**src/rtl/varint_decode_fsm_if.sv**
```systemverilog
// Handshake bundle between the varint decoder, its upstream byte FIFO and downstream word FIFO.
// master = decoder side, slave = FIFO/environment side.
interface varint_decode_fsm_if;
   logic        varint_in_fifo_empty;
   logic        varint_in_fifo_pop;
   logic [7:0]  varint_in;
   logic        varint_out_fifo_full;
   logic        varint_out_fifo_push;
   logic [31:0] varint_out;
   logic [2:0]  varint_out_len;
   logic        varint_err;
   logic [15:0] varint_err_cnt;

   modport master (
      input  varint_in_fifo_empty, varint_in, varint_out_fifo_full,
      output varint_in_fifo_pop, varint_out_fifo_push, varint_out,
             varint_out_len, varint_err, varint_err_cnt
   );

   modport slave (
      output varint_in_fifo_empty, varint_in, varint_out_fifo_full,
      input  varint_in_fifo_pop, varint_out_fifo_push, varint_out,
             varint_out_len, varint_err, varint_err_cnt
   );
endinterface

```
**src/rtl/varint_decode_fsm.sv**
```systemverilog
// Protobuf base-128 varint decoder: pops bytes from a show-ahead FIFO, pushes 32-bit words plus length.
// Optional malformed-varint detection/discard is built when VARINT_DECODE_ERR_EN is defined.
module varint_decode_fsm (
   input logic                 clk,
   input logic                 reset,
   varint_decode_fsm_if.master bus
);

   typedef enum logic [1:0] {
      ACCUM   = 2'd0,
      EMIT    = 2'd1,
      DISCARD = 2'd2
   } state_t;

   state_t      state_q, state_d;
   logic [31:0] acc_q, acc_d;
   logic [2:0]  idx_q, idx_d;
   logic [2:0]  len_q, len_d;
   logic [7:0]  b;
   logic        pop, push, term, last;

`ifdef VARINT_DECODE_ERR_EN
   logic        err_q, err_d;
   logic [15:0] err_cnt_q, err_cnt_d;
   logic        bad;
`else
   // Set after a continuation bit on byte 4: payload bits are dropped until the terminator.
   logic        skip_q, skip_d;
`endif

   function automatic logic [31:0] merge_byte(input logic [31:0] acc,
                                              input logic [2:0]  idx,
                                              input logic [6:0]  bits);
      logic [31:0] r;
      r = acc;
      case (idx)
         3'd0:    r        = {25'd0, bits};
         3'd1:    r[13:7]  = bits;
         3'd2:    r[20:14] = bits;
         3'd3:    r[27:21] = bits;
         default: r[31:28] = bits[3:0];
      endcase
      return r;
   endfunction

   assign b    = bus.varint_in;
   assign term = ~b[7];
   assign last = (idx_q == 3'd4);
`ifdef VARINT_DECODE_ERR_EN
   assign bad  = last && ((b[6:4] != 3'b000) || b[7]);
`endif

   always_comb begin
      state_d = state_q;
      acc_d   = acc_q;
      idx_d   = idx_q;
      len_d   = len_q;
      pop     = 1'b0;
      push    = 1'b0;
`ifdef VARINT_DECODE_ERR_EN
      err_d     = 1'b0;
      err_cnt_d = err_cnt_q;
`else
      skip_d    = skip_q;
`endif
      case (state_q)
         ACCUM: begin
            pop = ~bus.varint_in_fifo_empty;
            if (pop) begin
`ifdef VARINT_DECODE_ERR_EN
               if (bad) begin
                  err_d = 1'b1;
                  if (err_cnt_q != 16'hFFFF) err_cnt_d = err_cnt_q + 16'd1;
                  idx_d   = 3'd0;
                  state_d = b[7] ? DISCARD : ACCUM;
               end else begin
                  acc_d = merge_byte(acc_q, idx_q, b[6:0]);
                  if (term) begin
                     len_d   = idx_q + 3'd1;
                     state_d = EMIT;
                  end else begin
                     idx_d = idx_q + 3'd1;
                  end
               end
`else
               if (!skip_q) acc_d = merge_byte(acc_q, idx_q, b[6:0]);
               if (term) begin
                  len_d   = idx_q + 3'd1;
                  state_d = EMIT;
                  skip_d  = 1'b0;
               end else if (last) begin
                  skip_d = 1'b1;
               end else begin
                  idx_d = idx_q + 3'd1;
               end
`endif
            end
         end
         EMIT: begin
            push = ~bus.varint_out_fifo_full;
            if (push) begin
               idx_d   = 3'd0;
               state_d = ACCUM;
            end
         end
`ifdef VARINT_DECODE_ERR_EN
         DISCARD: begin
            pop = ~bus.varint_in_fifo_empty;
            if (pop && term) begin
               idx_d   = 3'd0;
               state_d = ACCUM;
            end
         end
`endif
         default: state_d = ACCUM;
      endcase
   end

   always_ff @(posedge clk or negedge reset) begin
      if (!reset) begin
         state_q <= ACCUM;
         acc_q   <= 32'd0;
         idx_q   <= 3'd0;
         len_q   <= 3'd0;
`ifdef VARINT_DECODE_ERR_EN
         err_q     <= 1'b0;
         err_cnt_q <= 16'd0;
`else
         skip_q    <= 1'b0;
`endif
      end else begin
         state_q <= state_d;
         acc_q   <= acc_d;
         idx_q   <= idx_d;
         len_q   <= len_d;
`ifdef VARINT_DECODE_ERR_EN
         err_q     <= err_d;
         err_cnt_q <= err_cnt_d;
`else
         skip_q    <= skip_d;
`endif
      end
   end

   assign bus.varint_in_fifo_pop   = pop;
   assign bus.varint_out_fifo_push = push;
   assign bus.varint_out           = acc_q;
   assign bus.varint_out_len       = len_q;
`ifdef VARINT_DECODE_ERR_EN
   assign bus.varint_err           = err_q;
   assign bus.varint_err_cnt       = err_cnt_q;
`else
   assign bus.varint_err           = 1'b0;
   assign bus.varint_err_cnt       = 16'd0;
`endif

endmodule

```
**src/flat_wrapper.sv**
```systemverilog
// flat-port wrapper written by rule: the top's interface ports become plain ports
module varint_decode_fsm_flat 
  (clk, reset, bus_varint_in_fifo_empty, bus_varint_in, bus_varint_out_fifo_full, bus_varint_in_fifo_pop, bus_varint_out_fifo_push, bus_varint_out, bus_varint_out_len, bus_varint_err, bus_varint_err_cnt);
  varint_decode_fsm_if bus_i ();
  input logic clk;
  input logic reset;
  input wire logic [$bits(bus_i.varint_in_fifo_empty)-1:0] bus_varint_in_fifo_empty;
  input wire logic [$bits(bus_i.varint_in)-1:0] bus_varint_in;
  input wire logic [$bits(bus_i.varint_out_fifo_full)-1:0] bus_varint_out_fifo_full;
  output wire logic [$bits(bus_i.varint_in_fifo_pop)-1:0] bus_varint_in_fifo_pop;
  output wire logic [$bits(bus_i.varint_out_fifo_push)-1:0] bus_varint_out_fifo_push;
  output wire logic [$bits(bus_i.varint_out)-1:0] bus_varint_out;
  output wire logic [$bits(bus_i.varint_out_len)-1:0] bus_varint_out_len;
  output wire logic [$bits(bus_i.varint_err)-1:0] bus_varint_err;
  output wire logic [$bits(bus_i.varint_err_cnt)-1:0] bus_varint_err_cnt;
  assign bus_i.varint_in_fifo_empty = bus_varint_in_fifo_empty;
  assign bus_i.varint_in = bus_varint_in;
  assign bus_i.varint_out_fifo_full = bus_varint_out_fifo_full;
  assign bus_varint_in_fifo_pop = bus_i.varint_in_fifo_pop;
  assign bus_varint_out_fifo_push = bus_i.varint_out_fifo_push;
  assign bus_varint_out = bus_i.varint_out;
  assign bus_varint_out_len = bus_i.varint_out_len;
  assign bus_varint_err = bus_i.varint_err;
  assign bus_varint_err_cnt = bus_i.varint_err_cnt;
  varint_decode_fsm u_core (.clk(clk), .reset(reset), .bus(bus_i));
endmodule
```
**config.mk**
```make
export PLATFORM = sky130hd
export DESIGN_NAME = varint_decode_fsm_flat
export DESIGN_NICKNAME = d
export VERILOG_FILES = /design/src/rtl/varint_decode_fsm_if.sv /design/src/rtl/varint_decode_fsm.sv /design/src/flat_wrapper.sv
export SDC_FILE = /design/constraint.sdc
export NUM_CORES = 1
export LEC_CHECK = 0
export ABC_AREA = 1
export CORE_ASPECT_RATIO = 0.5
export CORE_UTILIZATION = 40
export CTS_CLUSTER_SIZE = 20
export DETAILED_ROUTE_END_ITERATION = 7
export HOLD_SLACK_MARGIN = 0.06
export PLACE_DENSITY = 0.71
export SETUP_SLACK_MARGIN = 0.3
export SLEW_MARGIN = 20
export SYNTH_ARGS = -nofsm -noshare
export SYNTH_HDL_FRONTEND = slang
export SYNTH_SLANG_ARGS = --single-unit
```
**constraint.sdc**
```tcl
create_clock -name clk -period 2.3 [get_ports clk]
set_input_delay 0.345 -clock clk [delete_from_list [all_inputs] [get_ports clk]]
set_output_delay 0.345 -clock clk [all_outputs]
set_load 0.005 [all_outputs]
```
Word-level counts from Yosys, hierarchy flattened
Cells that the tools add are included.
{"block": "word_totals", "ff_bits": 41, "latchBits": 0, "ram_bits": 0, "mem_bits_ro": 0, "out_inout_bits": 54, "mem_count": 0}
{"block": "op_classes", "add_sub_neg": 1, "multipliers": 0, "n_div": 0, "magnitude_cmp": 0, "n_eq_ne": 11, "shifts": 0, "muxes": 17, "bitwise": 5, "reduce_logical": 16}
{"op": "7-bit case mux with 2 select lines", "count": 3}
{"op": "4-bit AND reduction", "count": 5}
{"op": "3-bit 2-to-1 mux", "count": 4}
{"op": "2-bit != test, second input constant", "count": 5}
{"op": "3-bit AND reduction", "count": 3}
{"op": "4-bit case mux with 2 select lines", "count": 1}
{"op": "2-bit nonzero test", "count": 4}
{"op": "3-bit by 2-bit == test with 1-bit output, second input constant", "count": 2}
{"op": "2-bit 2-to-1 mux", "count": 3}
{"op": "3-bit case mux with 2 select lines", "count": 1}
{"op": "1-bit NOT", "count": 5}
{"op": "5-bit AND reduction", "count": 1}
{"op": "1-bit 2-to-1 mux", "count": 4}
{"op": "2-bit case mux with 2 select lines", "count": 1}
{"op": "3-bit by 1-bit adder with 3-bit output, second input constant", "count": 1}
{"op": "3-bit by 1-bit == test with 1-bit output, second input constant", "count": 1}
{"op": "3-bit == test, second input constant", "count": 1}
{"op": "3-bit zero test", "count": 1}
{"op": "3-bit OR reduction", "count": 1}
{"op": "2-bit by 1-bit == test with 1-bit output, second input constant", "count": 1}
{"op": "2-bit zero test", "count": 1}
{"op": "2-bit by 1-bit != test with 1-bit output, second input constant", "count": 1}

Depth between registers and ports, before layout
Gate-level depths: netlist of run 1.
{"block": "depth", "word_depth": 5, "depth_mapped": 8, "depth_no_buf": 7}

Worst setup path after synthesis of run 1
Ideal clock, no wire load.
{"block": "synth_timing", "kind": "register to register", "from": "register u_core.idx_q[0]", "to": "register u_core.acc_q[21], in the netlist u_core.bus.varint_out[21]", "arrival_time_ns": 1.228, "t_required_ns": 2.182, "setup_slack_ns": 0.954, "stages_incl_launch_ff": 9, "n_path_buf": 1, "period_less_slack_ns": 1.346, "cell_sequence": "dfrtp_1 inv_1 ha_1 nand2_4 inv_2 nand2_2 buf_6 nand3_1 nand2_1"}
{"block": "synth_via", "elab_chain_cells": 3, "word_cells_on_any_way": 5, "classes_between": "eq/ne: 1; mux: 1; reduce/logical: 3"}
{"item": "from (decl)", "line": "varint_decode_fsm.sv:17", "text": "logic [2:0] idx_q, idx_d;"}
{"item": "from (signal assigned)", "line": "varint_decode_fsm.sv:134", "text": "idx_q <= idx_d;"}
{"item": "3-bit by 2-bit == test with 1-bit output / 3-bit zero test (equally long branches)", "line": "varint_decode_fsm.sv:36", "text": "case (idx)"}
{"item": "2-bit nonzero test (no line)"}
{"item": "4-bit AND reduction (no line)"}
{"item": "to (signal assigned)", "line": "varint_decode_fsm.sv:122", "text": "acc_q <= 32'd0;"}
{"item": "to (signal assigned)", "line": "varint_decode_fsm.sv:133", "text": "acc_q <= acc_d;"}
{"item": "to (decl)", "line": "varint_decode_fsm.sv:16", "text": "logic [31:0] acc_q, acc_d;"}
Parallel ways exist; a longest one is shown, timed or not.
A chain may end at the register's enable or synchronous reset.

Worst setup path after layout of run 1
{"block": "layout_timing", "from": "input port bus_varint_out_fifo_full", "to": "output port bus_varint_out_fifo_push"}
{"block": "layout_via", "elab_chain_cells": 2}
{"item": "from (decl)", "line": "flat_wrapper.sv:9", "text": "input wire logic [$bits(bus_i.varint_out_fifo_full)-1:0] bus_varint_out_fifo_full;"}
{"item": "1-bit NOT", "line": "varint_decode_fsm.sv:100", "text": "push = ~bus.varint_out_fifo_full;"}
{"item": "1-bit 2-to-1 mux", "line": "varint_decode_fsm.sv:66", "text": "case (state_q)"}
{"item": "to (decl)", "line": "flat_wrapper.sv:11", "text": "output wire logic [$bits(bus_i.varint_out_fifo_push)-1:0] bus_varint_out_fifo_push;"}
Every way passes these cells.

==> results of run 1 <==
layout by cell type (no fill, tap or decap):
master and instances:
a21oi_4 1, buf_2 1, buf_4 1, clkbuf_8 5
clkdlybuf4s50_1 47, clkinv_2 1, clkinvlp_4 1, conb_1 17
dfrtp_1 40, ha_1 5, inv_1 15, inv_2 4
inv_4 1, nand2_1 70, nand2_2 6, nand2_4 2
nand3_1 17, nand3_4 1, nand4_4 1, nor2_1 12
nor2_2 1, nor2_4 2, o21a_1 1, o21ai_0 1
o21ai_1 13, o21ai_2 7, or2_1 2
power breakdown:
group	internal [mW]	total, mW	leakage (nW)	switching (mW)
logic	0.681	1.33	0.685	0.651
clock network	0.205	0.446	0.0400	0.241
registers	0.971	1.14	0.531	0.165
total	1.86	2.91	1.26	1.06
final timing paths:
check	cells after the start	slack, ns	endpoint	start
max	4	0.37	bus_varint_out_fifo_push	bus_varint_out_fifo_full
min	1	0.17	u_core.bus.varint_out[16]$_DFFE_PN0P_	reset
max reg2reg	7	0.73	u_core.bus.varint_out[1]$_DFFE_PN0P_	u_core.idx_q[0]$_DFFE_PN0P_
min reg2reg	2	0.48	u_core.bus.varint_out[29]$_DFFE_PN0P_	u_core.bus.varint_out[29]$_DFFE_PN0P_
max in group asynchronous	1	1.56	u_core.bus.varint_out[31]$_DFFE_PN0P_	reset
min in group clk	2	0.48	u_core.bus.varint_out[29]$_DFFE_PN0P_	u_core.bus.varint_out[29]$_DFFE_PN0P_
cell families (layout without fill, tap and decap cells):
logic type / after synthesis / count (layout) / synth area share, %
compound gates: 23 / 23 / 7.76
fa+ha+maj: 5 / 5 / 3.13
buf+inv: 41 / 76 / 12.2
flops: 40 / 40 / 50.1
other cells: 1 / 17 / 0.188
simple gates: 114 / 114 / 26.7
worst reg2reg max path: stages (launching register included):
cell,delay [ns]
dfrtp_1,0.45
inv_1,0.16
ha_1,0.25
nand2_4,0.09
inv_2,0.09
nand2_2,0.23
nand2_1,0.13
o21ai_1,0.06
cells in the mapped netlist:
cell,number
buf_2,1
nand2_1,70
o21ai_1,13
nor2_4,2
inv_1,15
o21ai_2,7
nand3_4,1
dfrtp_1,40
inv_2,4
o21ai_0,1
buf_4,17
conb_1,1
or2_1,2
nand4_4,1
nand2_4,2
nor2_1,12
o21a_1,1
inv_4,1
nand3_1,17
nand2_2,6
a21oi_4,1
buf_6,3
ha_1,5
nor2_2,1
repair_timing:
| item | in CTS | in global routing |
|---|---|---|
| gates resized for setup | 0 | 0 |
| setup endpoints to repair | 0 | 1 |
| buffers inserted | 0 | 1 |
sequential cells by signal, summed over array words and instances, names as in the netlist:
signal and count:
u_core.state_q 1, u_core.bus.varint_out_len 3, u_core.skip_q 1, u_core.idx_q 3, u_core.bus.varint_out 32
cell type report:
cell class,count,area (µm²)
fillers,419,2050
well taps,66,82.6
clock inverters,2,12.5
flip-flops and latches,40,1000
repair buffers,49,483
inverters,20,77.6
clock buffers,5,68.8
multi-input cells,159,815
metal layers:
layer / GRT usage (%) / vias to the layer above / share of wire [%] / wire length, µm
met5: 0 / - / 0 / 0
met4: 6.43 / 0 / 0.50 / 19
met3: 4.84 / 2 / 5.6 / 212
met2: 27.2 / 43 / 47 / 1760
met1: 20.0 / 698 / 47 / 1780
li1: - / 772 / - / -
==> impl_metrics.yaml, run 1 <==
setup_path:
  start_kind: "input pin"
  cp_cell_sequence: "clkdlybuf4s50_1, or2_1, inv_1, clkdlybuf4s50_1"
  worst_path_most_repeated_cell: "clkdlybuf4s50_1"
  required_ns: 1.96
  worstSetupPathType: "input pin to output port"
  crit_buf_inv: 3
  crit_arrival_ns: 1.59
  end_kind: "output port"
  cp_top_family: "buffers and inverters"
  cp_slowest_stage_delay_ns: 0.49
  cpMaxStageDelayCell: "clkdlybuf4s50_1"
  cp_max_fo: 4
floorplanning:
  core-area_um2: 4590
  ios: 66
  fp.dieW_um: 102
  die_h_um: 52.0
  dieArea_um2: 5300
  fp-row-count: 17
  start_util_pct: 43.5
cts:
  cts-root-buf: "clkbuf_8"
  ctsLongestPathBuffers: 2
  insertion_delay_ns: 0.30
  cts.clk_slew.worst_paths_ns: 0.08
  cts_hold_buf: 0
  cts.sinks: 40
  htree_levels: 2
  cts_tree: "done"
  cts_buffers: 5
grt:
  grt_pass1_wl_um: 6470
  grt_pass1_vias: 1439
  grt_usage_pct: 16.3
  grt_max_degree: 41
  antenna_found_initial: 0
  overflow: 0
synthesis:
  ys_ff_latch: 40
  post_synth.cell_area_avg_um2: 8.93
  ys_seq_area_share_pct: 50.1
  synth_area_leader_cell: "dfrtp_1"
  synth_area_leaders: "dfrtp_1 50%, nand2_1 13%, buf_4 6.4%, nand3_1 4.3%, o21ai_1 3.3%"
  synth_top_area_share_pct: 50.1
  synth_cell_type_count: 24
  ys.warnings.count: 0
  synth.cell_area_um2: 2000
  syn_inst: 224
timing:
  fmax_mhz: 517
  finalSetupViolCount: 0
  period_share_pct: 84.0
  worst_hold_slack_ns: 0.167
  finalSetupTns_ns: 0
  clock_skew_ns: 0.0152
  rsz0062_at_grt: "false"
  hold_violations: 0
  worst_pin_slew_ns: 0.891
  min_period_ns: 1.93
  slew_headroom_pct: 40.6
  slew_viol_final: 0
  worst_slack_ns: 0.367
placed_design:
  placed_cell_area_um2: 2450
  gp_congestion: 0.792
  place_ws_ns: 0.333
  dp_cells: 333
  dp_hpwl_um: 2910
  port_buffers: 48
flow_run:
  drv_cap: 0
power:
  cellLeakagePower_nw: 1.26
  ir_drop_uv: 420
  powerDensity_nw_per_um2: 1150
  power_mw: 2.91
detailed_routing:
  vias_per_cell: 4.44
  first_pass_iters: 4
  drtIter0Drc: 75
  wl_per_cell_um: 11.1
  drc: 0
  drt.antenna.violating_nets: 0
  routed-via-count: 1515
  finalWirelength_um: 3780
cells_and_area:
  diodes: 0
  post-route-util_pct: 55.3
  instances_no_fill: 341
  area_delta_synth_final_pct: 27.0
  nets: 292
  final_cell_area_um2: 2540
  drive_above_1_share_pct: 12.7
outcome:
  status: "finished clean"
worst_hold_path:
  worst_hold_path_type: "input pin to asynchronous set/reset pin"
Power figures use the tool's default switching activity.
==> inputs of run 2 (changes only) <==
--- a/config.mk
+++ b/config.mk
@@ -11,7 +11,7 @@
 export CTS_CLUSTER_SIZE = 20
 export DETAILED_ROUTE_END_ITERATION = 7
 export HOLD_SLACK_MARGIN = 0.06
-export PLACE_DENSITY = 0.71
+export PLACE_DENSITY = 0.74
 export SETUP_SLACK_MARGIN = 0.3
 export SLEW_MARGIN = 20
 export SYNTH_ARGS = -nofsm -noshare
==> constraint.sdc (replaced) <==
create_clock -name clk -period 1.6 [get_ports clk]
set_input_delay 0.24 -clock clk [delete_from_list [all_inputs] [get_ports clk]]
set_output_delay 0.24 -clock clk [all_outputs]
set_load 0.005 [all_outputs]
==> run 2 against run 1 <==
Effect of this change: clock-buffer cell count up 2; worst setup slack worse by 0.12 ns; clock skew down 0.012 ns; via count up 13%; combinational power up 89%; critical path depth up 3; final cell count up 7.6%; register-to-register slack worse by 0.48 ns; sequential share of layout area down 4.8 points; largest power group unchanged.
==> impl_metrics.yaml, run 2 (synthesized netlist as in run 1, its figures left out) <==
floorplanning:
  die_h_um: 52.0
  start_util_pct: 43.5
  ios: 66
  dieArea_um2: 5300
  fp.dieW_um: 102
  core-area_um2: 4590
  fp-row-count: 17
cells_and_area:
  final_cell_area_um2: 2900
  nets: 318
  post-route-util_pct: 63.1
  drive_above_1_share_pct: 28.6
  largest_reg_flops: 32
  layout_commonest_cell: "nand2_1"
  final_cell_mix: "64 x nand2_1, 38 x dfrtp_1, 35 x dlygate4sd2_1"
  diodes: 0
  area_delta_synth_final_pct: 45.0
detailed_routing:
  first_pass_iters: 4
  wl_per_cell_um: 13.3
  drc: 0
  vias_per_cell: 4.68
  drt.antenna.violating_nets: 0
  drtIter0Drc: 94
  routed-via-count: 1716
  finalWirelength_um: 4870
grt:
  grt_pass1_wl_um: 7410
  grt_max_degree: 24
  grt_pass1_vias: 1622
  overflow: 0
  grt_usage_pct: 18.4
  antenna_found_initial: 0
power:
  powerDensity_nw_per_um2: 1690
  pwr-share-comb_pct: 51.6
  p_seq_share_pct: 33.7
  p_sw_share_pct: 39.0
  cellLeakagePower_nw: 1.55
  clkPwrFrac_pct: 14.7
  ir_drop_uv: 671
  p_sw_mw: 1.90
  intPower_mw: 2.98
placed_design:
  gp_congestion: 0.729
  port_buffers: 48
  dp_hpwl_um: 3060
  placed_cell_area_um2: 2490
setup_path:
  start_kind: "flop"
  worstSetupPathType: "flop to flop"
  r2r-end: "u_core.bus.varint_out[29]$_DFFE_PN0P_"
  required_ns: 1.83
  reg2reg_from: "u_core.idx_q[1]$_DFFE_PN0P_"
  r2r_slack_ns: 0.25
  cp_max_fo: 4
  rr_worst_depth: 7
  crit_arrival_ns: 1.58
  end_kind: "flop"
timing:
  slew_headroom_pct: 66.1
  rsz0062_at_grt: "true"
  hold_violations: 0
  min_period_ns: 1.35
  clock_skew_ns: 0.00367
  fmax_mhz: 740
  slew_viol_final: 0
  finalSetupViolCount: 0
  finalSetupTns_ns: 0
  worst_pin_slew_ns: 0.508
  period_share_pct: 84.4
  worst_hold_slack_ns: 0.453
cts:
  cts-root-buf: "clkbuf_8"
  cts.clk_slew.worst_paths_ns: 0.07
  htree_levels: 2
  ctsLongestPathBuffers: 2
  insertion_delay_ns: 0.29
  cts_tree: "done"
  cts_buffers: 5
  cts.sinks: 40
worst_hold_path:
  worst_hold_path_type: "input pin to asynchronous set/reset pin"
outcome:
  status: "finished clean"
flow_run:
  drv_cap: 0
## run 2: timing repair
item                                    4_1_cts  5_1_grt
hold buffers                                  1        0
endpoints found under the setup margin       71       37
gates cloned                                  0        1
setup buffers                                14        6
endpoints found under the hold margin        21        0
gates resized for setup                      59       27
pin swaps                                     7       17
## run 2: how the worst max path moves through the flow
| stage | end | startpoint | cells after the start |
|---|---|---|---|
| 2_1_floorplan | u_core.bus.varint_out[21]$_DFFE_PN0P_ | u_core.idx_q[0]$_DFFE_PN0P_ | 8 |
| 3_3_place_gp | bus_varint_out_fifo_push | bus_varint_out_fifo_full | 4 |
| 6_report | u_core.bus.varint_out[29]$_DFFE_PN0P_ | u_core.idx_q[1]$_DFFE_PN0P_ | 7 |
| 5_1_grt | u_core.bus.varint_out[29]$_DFFE_PN0P_ | u_core.idx_q[1]$_DFFE_PN0P_ | 7 |
| 4_1_cts | bus_varint_out_fifo_push | u_core.state_q[0]$_DFFE_PN0P_ | 4 |
| 3_5_place_dp | bus_varint_out_fifo_push | bus_varint_out_fifo_full | 4 |
## run 2: layer usage
metal	share of wire, %	GRT usage (%)
met1	43	22.3
met2	53	33.4
met3	4.5	3.36
met4	0.33	6.19
met5	0	0
## run 2: final cells by class
class,instances,area (µm²)
tap,66,82.6
clock buffer,7,96.3
multi-input combinational,160,967
inverter,20,97.6
sequential,40,1000
fill,381,1700
timing repair buffer,74,652
## run 2: worst max-delay path, stage by stage (launching register included)
cell	delay (ns)
dfrtp_2	0.45
buf_6	0.13
ha_2	0.19
nand2_2	0.14
nand2_4	0.07
nor2_4	0.14
nand3_1	0.10
nand2_1	0.08
## run 2: metrics by stage
step                      setup WS, ns  total power [mW]  cells
final                            0.249              4.89    367
after global routing             0.211              5.23    367
after CTS                        0.249              4.43    360
after detailed placement       -0.0829              3.62    338
after global placement         -0.0709              3.56    338
after floorplan                  0.308              2.72    240
## run 2: power by group through the flow
stage	sequential [mW]	combinational, mW	clock [mW]
floorplan	1.67	1.05	0
global placement	1.65	1.91	0
detailed placement	1.67	1.95	0
CTS	1.63	2.08	0.729
global route	1.70	2.75	0.781
finish	1.65	2.52	0.720
==> inputs of run 3 (changes only) <==
--- a/config.mk
+++ b/config.mk
@@ -11,7 +11,7 @@
 export CTS_CLUSTER_SIZE = 20
 export DETAILED_ROUTE_END_ITERATION = 7
 export HOLD_SLACK_MARGIN = 0.06
-export PLACE_DENSITY = 0.74
+export PLACE_DENSITY = 0.71
 export SETUP_SLACK_MARGIN = 0.3
 export SLEW_MARGIN = 20
 export SYNTH_ARGS = -nofsm -noshare
==> constraint.sdc (replaced) <==
create_clock -name clk -period 1.4 [get_ports clk]
set_input_delay 0.21 -clock clk [delete_from_list [all_inputs] [get_ports clk]]
set_output_delay 0.21 -clock clk [all_outputs]
set_load 0.005 [all_outputs]
==> run 3 against run 2 <==
Effect of this change: global-route usage grew 0.83 points; final cell count increased by 3.8%; die area did not move; final area up 7.9%; first-iteration DRC count shrank 11%; via count rose by 5.5%; clock power is 40% higher; non-clock buffer count rose by 10; clock-buffer cell count decreased by 1; register-to-register slack worse by 0.21 ns; utilization rose by 5.0 points; worst setup slack got worse by 0.22 ns.
==> impl_metrics.yaml, run 3 (synthesized netlist as in run 1, its figures left out) <==
outcome:
  status: "finished clean"
detailed_routing:
  first_pass_iters: 4
  finalWirelength_um: 5230
  vias_per_cell: 4.75
  routed-via-count: 1810
  wl_met3_um: 271
  wl_per_cell_um: 13.7
  drc: 0
  wl_met2_um: 2570
  met1_length_um: 2270
  drtIter0Drc: 84
  highest_layer: "met4"
  drt.antenna.violating_nets: 0
floorplanning:
  ios: 66
  fp-row-count: 17
  die_h_um: 52.0
  start_util_pct: 43.5
  dieArea_um2: 5300
  core-area_um2: 4590
  fp.dieW_um: 102
timing:
  min_period_ns: 1.37
  period_share_pct: 97.8
  finalSetupViolCount: 0
  rsz0062_at_grt: "true"
  fmax_mhz: 730
  clock_skew_ns: 0.0104
  slew_viol_final: 0
  worst_hold_slack_ns: 0.383
  hold_violations: 0
placed_design:
  gp_congestion: 0.774
  placed_cell_area_um2: 2550
  port_buffers: 48
  dp_hpwl_um: 3060
grt:
  grt_usage_pct: 19.2
  grt_pass1_wl_um: 7690
  overflow: 0
  grt_pass1_vias: 1626
  antenna_found_initial: 0
  grt_max_degree: 24
power:
  pwr-share-comb_pct: 53.3
  intPower_mw: 3.68
  powerDensity_nw_per_um2: 2000
  p_sw_share_pct: 41.2
  clkPwrFrac_pct: 16.2
  ir_drop_uv: 745
  p_sw_mw: 2.58
  p_seq_share_pct: 30.5
  cellLeakagePower_nw: 1.60
setup_path:
  worst_setup_path_startpoint: "u_core.state_q[0]$_DFFE_PN0P_"
  reg2reg_from: "u_core.idx_q[2]$_DFFE_PN0P_"
  start_kind: "flop"
  required_ns: 1.19
  cp_max_fo: 2
  worstSetupPathType: "flop to output port"
  end_kind: "output port"
  crit_arrival_ns: 1.16
cells_and_area:
  multiInputGateArea_um2: 1200
  nets: 331
  layout_commonest_cell: "nand2_1"
  seqCellArea_um2: 1000
  nFillCells: 337
  largest_reg_flops: 32
  drive_above_1_share_pct: 54.0
  area_delta_synth_final_pct: 56.4
  final_cell_area_um2: 3130
  final_cell_mix: "48 x nand2_1, 38 x dfrtp_1, 27 x buf_4"
  diodes: 0
flow_run:
  drv_cap: 0
cts:
  cts_buffers: 5
  ctsLongestPathBuffers: 2
  cts_tree: "done"
  htree_levels: 2
  insertion_delay_ns: 0.30
  cts.sinks: 40
  cts-root-buf: "clkbuf_8"
  cts.clk_slew.worst_paths_ns: 0.09
worst_hold_path:
  worst_hold_path_type: "input pin to asynchronous set/reset pin"
## run 3: power groups by stage
stage / logic [mW] / registers (mW) / clock network, mW
6_report: 3.33 / 1.91 / 1.01
5_1_grt: 3.60 / 1.96 / 1.08
4_1_cts: 2.90 / 1.88 / 1.03
3_5_place_dp: 2.35 / 1.90 / 0
3_3_place_gp: 2.30 / 1.89 / 0
2_1_floorplan: 1.30 / 1.91 / 0
## run 3: per-stage QoR
stage | util, % | worst slack, ns | setup TNS, ns | instances | power [mW]
floorplan | - | 0.178 | 0 | 240 | 3.21
global placement | 55.6 | -0.213 | -1.53 | 338 | 4.19
detailed placement | 55.6 | -0.224 | -2.36 | 338 | 4.25
CTS | 65.0 | 0.00583 | 0 | 374 | 5.80
global route | 68.1 | -0.0398 | -0.124 | 381 | 6.64
finish | 68.1 | 0.0304 | 0 | 381 | 6.26
## run 3: path summary, 6_finish.rpt
check	to	slack, ns	cells after the start
setup / recovery	bus_varint_out_fifo_push	0.03	5
hold / removal	u_core.bus.varint_out[0]$_DFFE_PN0P_	0.38	2
max in group asynchronous	u_core.bus.varint_out[16]$_DFFE_PN0P_	0.55	3
setup reg to reg	u_core.bus.varint_out[21]$_DFFE_PN0P_	0.04	6
hold reg to reg	u_core.bus.varint_out[10]$_DFFE_PN0P_	0.49	2
min in group clk	u_core.bus.varint_out[10]$_DFFE_PN0P_	0.49	2
## run 3: area by class of cell
| type | count | area share (%) |
|---|---|---|
| multi-input cells | 163 | 38.5 |
| inverters | 20 | 2.96 |
| flip-flops and latches | 40 | 32.1 |
| repair buffers | 84 | 19.9 |
| clock inverters | 2 | 1.24 |
| clock buffers | 6 | 2.64 |
| well taps | 66 | 2.64 |
## run 3: critical path, stage by stage, from the launching register on
cell and delay (ns):
dfrtp_1 0.37, buf_6 0.11, inv_2 0.03, or2_1 0.21, inv_1 0.06, buf_2 0.10
## run 3: repair_timing
action / CTS / global route
setup buffers: 23 / 7
endpoints found under the hold margin: 17 / 0
pin swaps: 18 / 19
resized for setup: 163 / 51
setup endpoints to repair: 76 / 55
hold buffers: 1 / 0
gates cloned: 4 / 0
## run 3: per-layer routing
metal,global-route usage [%],vias to the layer above
li1,-,861
met1,25.0,872
met2,32.7,66
met3,3.36,11
met4,6.67,0
met5,0,-
